**src/rtl/rr_arb_lzc.sv**
```systemverilog
// Round-robin stream arbiter: find-first-set from a rotating pointer, built from
// two trailing-zero counters over the masked and raw request vectors.

module lzc #(
  parameter int WIDTH     = 8,
  parameter int CNT_WIDTH = 3,
  parameter bit MODE      = 1'b0   // 0: trailing zeros, 1: leading zeros
) (
  input  logic [WIDTH-1:0]     in_i,
  output logic [CNT_WIDTH-1:0] cnt_o,
  output logic                 empty_o
);

  always_comb begin
    cnt_o = '0;
    if (!MODE) begin
      for (int i = WIDTH - 1; i >= 0; i--) begin
        if (in_i[i]) cnt_o = CNT_WIDTH'(i);
      end
    end else begin
      for (int i = 0; i < WIDTH; i++) begin
        if (in_i[i]) cnt_o = CNT_WIDTH'(WIDTH - 1 - i);
      end
    end
  end

  assign empty_o = ~|in_i;

endmodule

// state       | meaning
// ST_UNLOCKED | winner chosen fresh each cycle from the rotating pointer
// ST_LOCKED   | stalled transfer pending; winner pinned to lock_idx_q
module rr_arb_lzc #(
  parameter int NUM_REQ    = 8,
  parameter int DATA_WIDTH = 32,
  parameter int LOCK_IN    = 1
) (
  input  logic                  clk_i,
  input  logic                  rst_ni,
  input  logic                  flush_i,
  input  logic [NUM_REQ-1:0]    req_i,
  output logic [NUM_REQ-1:0]    gnt_o,
  input  logic [DATA_WIDTH-1:0] data_i [NUM_REQ],
  output logic                  req_o,
  input  logic                  gnt_i,
  output logic [DATA_WIDTH-1:0] data_o,
  output logic [(NUM_REQ > 1 ? $clog2(NUM_REQ) : 1)-1:0] idx_o
);

  localparam int IDX_WIDTH = (NUM_REQ > 1) ? $clog2(NUM_REQ) : 1;

  typedef enum logic {
    ST_UNLOCKED = 1'b0,
    ST_LOCKED   = 1'b1
  } lock_state_e;

  lock_state_e          lock_q, lock_d;
  logic [IDX_WIDTH-1:0] lock_idx_q, lock_idx_d;
  logic [IDX_WIDTH-1:0] rr_q, rr_d;

  logic [NUM_REQ-1:0]   mask;
  logic [NUM_REQ-1:0]   req_masked;
  logic [IDX_WIDTH-1:0] masked_idx, raw_idx, arb_idx, winner;
  logic                 masked_empty, raw_empty;
  logic                 handshake;
  logic [DATA_WIDTH-1:0] data_sel;

  // Only requesters strictly after the last-served index keep priority.
  always_comb begin
    mask = '0;
    for (int i = 0; i < NUM_REQ; i++) begin
      mask[i] = (IDX_WIDTH'(i) > rr_q);
    end
  end

  assign req_masked = req_i & mask;

  lzc #(.WIDTH(NUM_REQ), .CNT_WIDTH(IDX_WIDTH), .MODE(1'b0)) u_lzc_masked (
    .in_i    (req_masked),
    .cnt_o   (masked_idx),
    .empty_o (masked_empty)
  );

  lzc #(.WIDTH(NUM_REQ), .CNT_WIDTH(IDX_WIDTH), .MODE(1'b0)) u_lzc_raw (
    .in_i    (req_i),
    .cnt_o   (raw_idx),
    .empty_o (raw_empty)
  );

  assign arb_idx   = masked_empty ? raw_idx : masked_idx;
  assign winner    = (lock_q == ST_LOCKED) ? lock_idx_q : arb_idx;
  assign req_o     = ~raw_empty;
  assign idx_o     = req_o ? winner : '0;
  assign handshake = req_o & gnt_i;

  always_comb begin
    gnt_o    = '0;
    data_sel = '0;
    for (int i = 0; i < NUM_REQ; i++) begin
      if (idx_o == IDX_WIDTH'(i)) begin
        gnt_o[i] = handshake;
        data_sel = data_i[i];
      end
    end
  end

  assign data_o = req_o ? data_sel : '0;

  always_comb begin
    lock_d     = lock_q;
    lock_idx_d = lock_idx_q;
    rr_d       = rr_q;
    if (flush_i) begin
      lock_d = ST_UNLOCKED;
      rr_d   = IDX_WIDTH'(NUM_REQ - 1);
    end else begin
      if (handshake) rr_d = idx_o;
      case (lock_q)
        ST_UNLOCKED: begin
          if ((LOCK_IN != 0) && req_o && !gnt_i) begin
            lock_d     = ST_LOCKED;
            lock_idx_d = idx_o;
          end
        end
        ST_LOCKED: begin
          if (handshake) lock_d = ST_UNLOCKED;
        end
      endcase
    end
  end

  always_ff @(posedge clk_i) begin
    if (!rst_ni) begin
      lock_q     <= ST_UNLOCKED;
      lock_idx_q <= '0;
      rr_q       <= IDX_WIDTH'(NUM_REQ - 1);
    end else begin
      lock_q     <= lock_d;
      lock_idx_q <= lock_idx_d;
      rr_q       <= rr_d;
    end
  end

`ifndef SYNTHESIS
  // A locked requester must keep its request up and its payload unchanged.
  logic [DATA_WIDTH-1:0] prev_data_q;

  always_ff @(posedge clk_i) begin
    prev_data_q <= data_o;
    if (rst_ni && (lock_q == ST_LOCKED)) begin
      assert (req_i[lock_idx_q])
        else $error("rr_arb_lzc: locked requester %0d dropped req_i", lock_idx_q);
      assert (data_o == prev_data_q)
        else $error("rr_arb_lzc: locked requester %0d changed data_i", lock_idx_q);
    end
  end
`endif

endmodule
```
**config.mk**
```make
export PLATFORM = sky130hd
export DESIGN_NAME = rr_arb_lzc
export DESIGN_NICKNAME = d
export VERILOG_FILES = /design/src/rtl/rr_arb_lzc.sv
export SDC_FILE = /design/constraint.sdc
export NUM_CORES = 1
export LEC_CHECK = 0
export BUFFER_PORTS_ARGS = -buffer_cell sky130_fd_sc_hd__buf_2
export CAP_MARGIN = 10
export CORE_AREA = 2 2 121 123
export CTS_CLUSTER_DIAMETER = 50
export CTS_CLUSTER_SIZE = 40
export DETAILED_ROUTE_END_ITERATION = 7
export DIE_AREA = 0 0 123 125
export PLACE_DENSITY = 0.64
export SETUP_SLACK_MARGIN = 0.4
export SLEW_MARGIN = 15
export SYNTH_ARGS = -nofsm -noshare
export SYNTH_HDL_FRONTEND = slang
export SYNTH_HIERARCHICAL = 1
export SYNTH_SLANG_ARGS = --single-unit
```
**constraint.sdc**
```tcl
create_clock -name clk_i -period 3.4 [get_ports clk_i]
set_input_delay 0.51 -clock clk_i [delete_from_list [all_inputs] [get_ports clk_i]]
set_output_delay 0.51 -clock clk_i [all_outputs]
set_load 0.02 [all_outputs]
```
==> run metrics <==
status finished, violations left; failing checks negative setup slack; Synth area leaders nand2_1 13%, mux2i_1 12%, mux4_2 8.3%; Final Skew 0.000995 ns; top_reg_cell synth dfxtp_1; synthesized flop and latch total 7; top cell type's share of synthesized area 0.129; Cells after Synth around 430; Final Instance Count excl. Fillers 976; Final Cycle Share 1.04; Min Clock Period, post-route 3.53 ns; max cap viols 0; CP top delay family buffers and inverters; unrepaired setup endpoints after global routing true; post-synthesis sequential area ratio 0.0468; Pre-antenna DRT Iters 5; yosys warns 6; reg2reg setup slack slightly below 0.9 ns; fin. max-slew vios 0; fmax ~280 MHz; Async S/R FF share, synth 0; overall power slightly below 0.002 W; initial antenna violation count 2; simple-gate area share of the yosys netlist 0.241; multiplexer area fraction after synthesis 0.215; WHS Endpoint lock_idx_q[0]; Pleak roughly 3.2 nW; Setup Viol. Count Final 32; CP max FO 11; die area 0.0154 mm2; total CTS buffers 3; Pwr Density 308 mW/mm2; CTS sink count 7; Slew HR 0.531; Synth Area in Adders 0; filler cell count in the final layout 1466; Hold Path Cell Cnt 2; R2R depth 12; Mapped Area 0.00299 mm2; row count 44; Buf/Inv on CP 5; Nets 1060; top-count cell post-synth nand2_1; Internal Pwr Total 0.00114 W; worst vdd ir 153 uV; Vert. Die Dim 125 um; die width around 120 um; WS Path Type register to output port; number of global-route vias before repair about 5000; critical path's most frequent cell buf_12; Placer Congestion 0.895; Placed Cells 932; Worst Max-Slew Pin Slew 0.697 ns; DR DRC count 0; Detail Route Antenna Nets 0; first-pass GRT wire length 26300 um; Critical Path RT 2.89 ns; Vias/cell 5.11; Fin. Hold Viols 0; clk_lat worst skew 0.23 ns; proportion of layout cells with a drive suffix above 1 0.628; largest net degree at the start of global routing 32; Arr. time, crit path a little over 3 ns; combinational share of power 0.851; Final Util 0.447; register share of total power 0.047; Initial DRC Count 236; initial core utilization 0.211; Critical Path End Type output port; hold_sp lock_idx_q[0]; main combinational cell family by area after synthesis compound AO/OA/AOI/OAI gates; IO buf count 311; top post-synthesis cells by count 103 x nand2_1, 37 x mux2i_1, 27 x nand3_1; synthesis-to-layout area growth 112%; vias 4986; wire per inst 18.2 um; XOR/XNOR share of the synthesized area 0; Avg Inst Size Synth 7.03 um2; CP max stage cell dfxtp_4; CTS Hold Bufs 0; CTS tree done; GRT Total Usage 0.218; total gr overflow 0; CP cell instances buf_4 > nor4b_4 > nor2_2 > nand2_2 > nor2_4 > mux2_4 > o211ai_4 > buf_6 > buf_12 > buf_12 > mux2i_2 > o22ai_1 > o221a_2 > buf_2; compound-cell area share of the yosys netlist 0.402; Critical Path Max Stage Delay approximately 0.36 ns; CTS Buffer Depth 2; io pins 312; Switching Fraction 0.420; htree depth 1; Yosys top cell by area nand2_1; core box area 0.0142 mm2; drt total wl between 15000 and 20000 um; Sw Pwr ~0.00082 W; hpwl dp 12900 um; Final WS setup -0.127 ns; Startpoint Class register; CTS root buffer clkbuf_16; Synth cell types 49; Clk pwr share 0.102; worst hold path class register to register; EDFF count, synth 0; worst reg2reg path startpoint rr_q[2]; RR Endpoint rr_q[0]; clk slew on worst S/H paths 0.04 ns
power groups by stage:
stage                     clock network [W]  registers, W  logic [W]
after floorplan                           0     0.0000923   0.000776
after global placement                    0     0.0000941    0.00127
after detailed placement                  0     0.0000941    0.00128
after CTS                          0.000203     0.0000922    0.00159
after global routing               0.000210     0.0000934    0.00177
final                              0.000199     0.0000927    0.00167
timing repair:
| item | 4_1_cts | 5_1_grt |
|---|---|---|
| gates resized for setup | 116 | 43 |
| gates cloned | 7 | 0 |
| buffers inserted | 27 | 5 |
| pin swaps | 18 | 13 |
| endpoints found under the hold margin | 0 | 0 |
| setup endpoints to repair | 41 | 43 |
layout make-up:
class / instances / area [um2] / area share
multi-input combinational: 369 / 2900 / 0.458
clock buffer: 4 / 78.8 / 0.0124
sequential: 7 / 149 / 0.0235
antenna: 1 / 2.50 / 0.000394
tap: 184 / 230 / 0.0363
inverter: 9 / 51.3 / 0.00808
timing repair buffer: 402 / 2930 / 0.462
worst max-delay path by stage:
stage               slack [ns]  startpoint  cells after the start          to
floorplan                 0.36    req_i[2]                     10    gnt_o[0]
global placement         -0.05    req_i[6]                     13  data_o[29]
CTS                      -0.12     rr_q[2]                     12  data_o[22]
finish                   -0.13     rr_q[2]                     14  data_o[28]
detailed placement       -0.02    req_i[1]                     11   data_o[6]
global route             -0.23     rr_q[2]                     14  data_o[17]
stage by stage:
stage	setup WS, ns	hold WS, ns	instance area (um2)	setup TNS, ns
final	-0.127	0.507	6350	-2.58
after global routing	-0.230	0.544	6350	-6.19
after CTS	-0.124	0.512	6160	-2.26
after detailed placement	-0.0181	0.501	5240	-0.0769
after global placement	-0.0486	0.497	5240	-0.214
after floorplan	0.365	0.473	3130	0
worst reg2reg max path: cells and delay by family (launching register included):
family	cells	cell delay, ns
buffers and inverters	5	0.65
multiplexers	1	0.31
AO/OA/AOI/OAI	2	0.56
flip-flops	1	0.36
AND/OR/NAND/NOR	4	0.53
per-layer routing:
metal  track usage  up-vias  wire length, um
li1              -     2375                -
met2         0.393      238             8980
met5             0        -               13
met1         0.267     2343             7150
met4        0.0434        2              327
met3        0.0411       28             1250
cell families (layout without fill, tap and decap cells):
logic type | after synthesis | after routing
AOI/OAI and AO/OA | 149 | 149
other | 1 | 4
buffers and inverters | 52 | 415
DFF | 7 | 7
and+or+nand+nor | 167 | 167
muxes | 50 | 50
layout by cell type, fill, tap and decap left out, drive strengths merged, types with 3 or more instances in the layout:
cell type / count
buf: 401
o21ai: 12
o22ai: 20
nand2: 105
o221a: 20
nor3: 5
nor2b: 7
a31oi: 18
nor2: 14
o22a: 16
mux2i: 37
a221oi: 4
o21a: 16
o41ai: 3
conb: 3
a32o: 11
a31o: 4
dfxtp: 7
inv: 8
clkbuf: 4
a21oi: 11
o211ai: 4
nand2b: 3
a21boi: 3
mux4: 11
nand3: 27
Note: power is estimated with default switching activity, not from simulation.
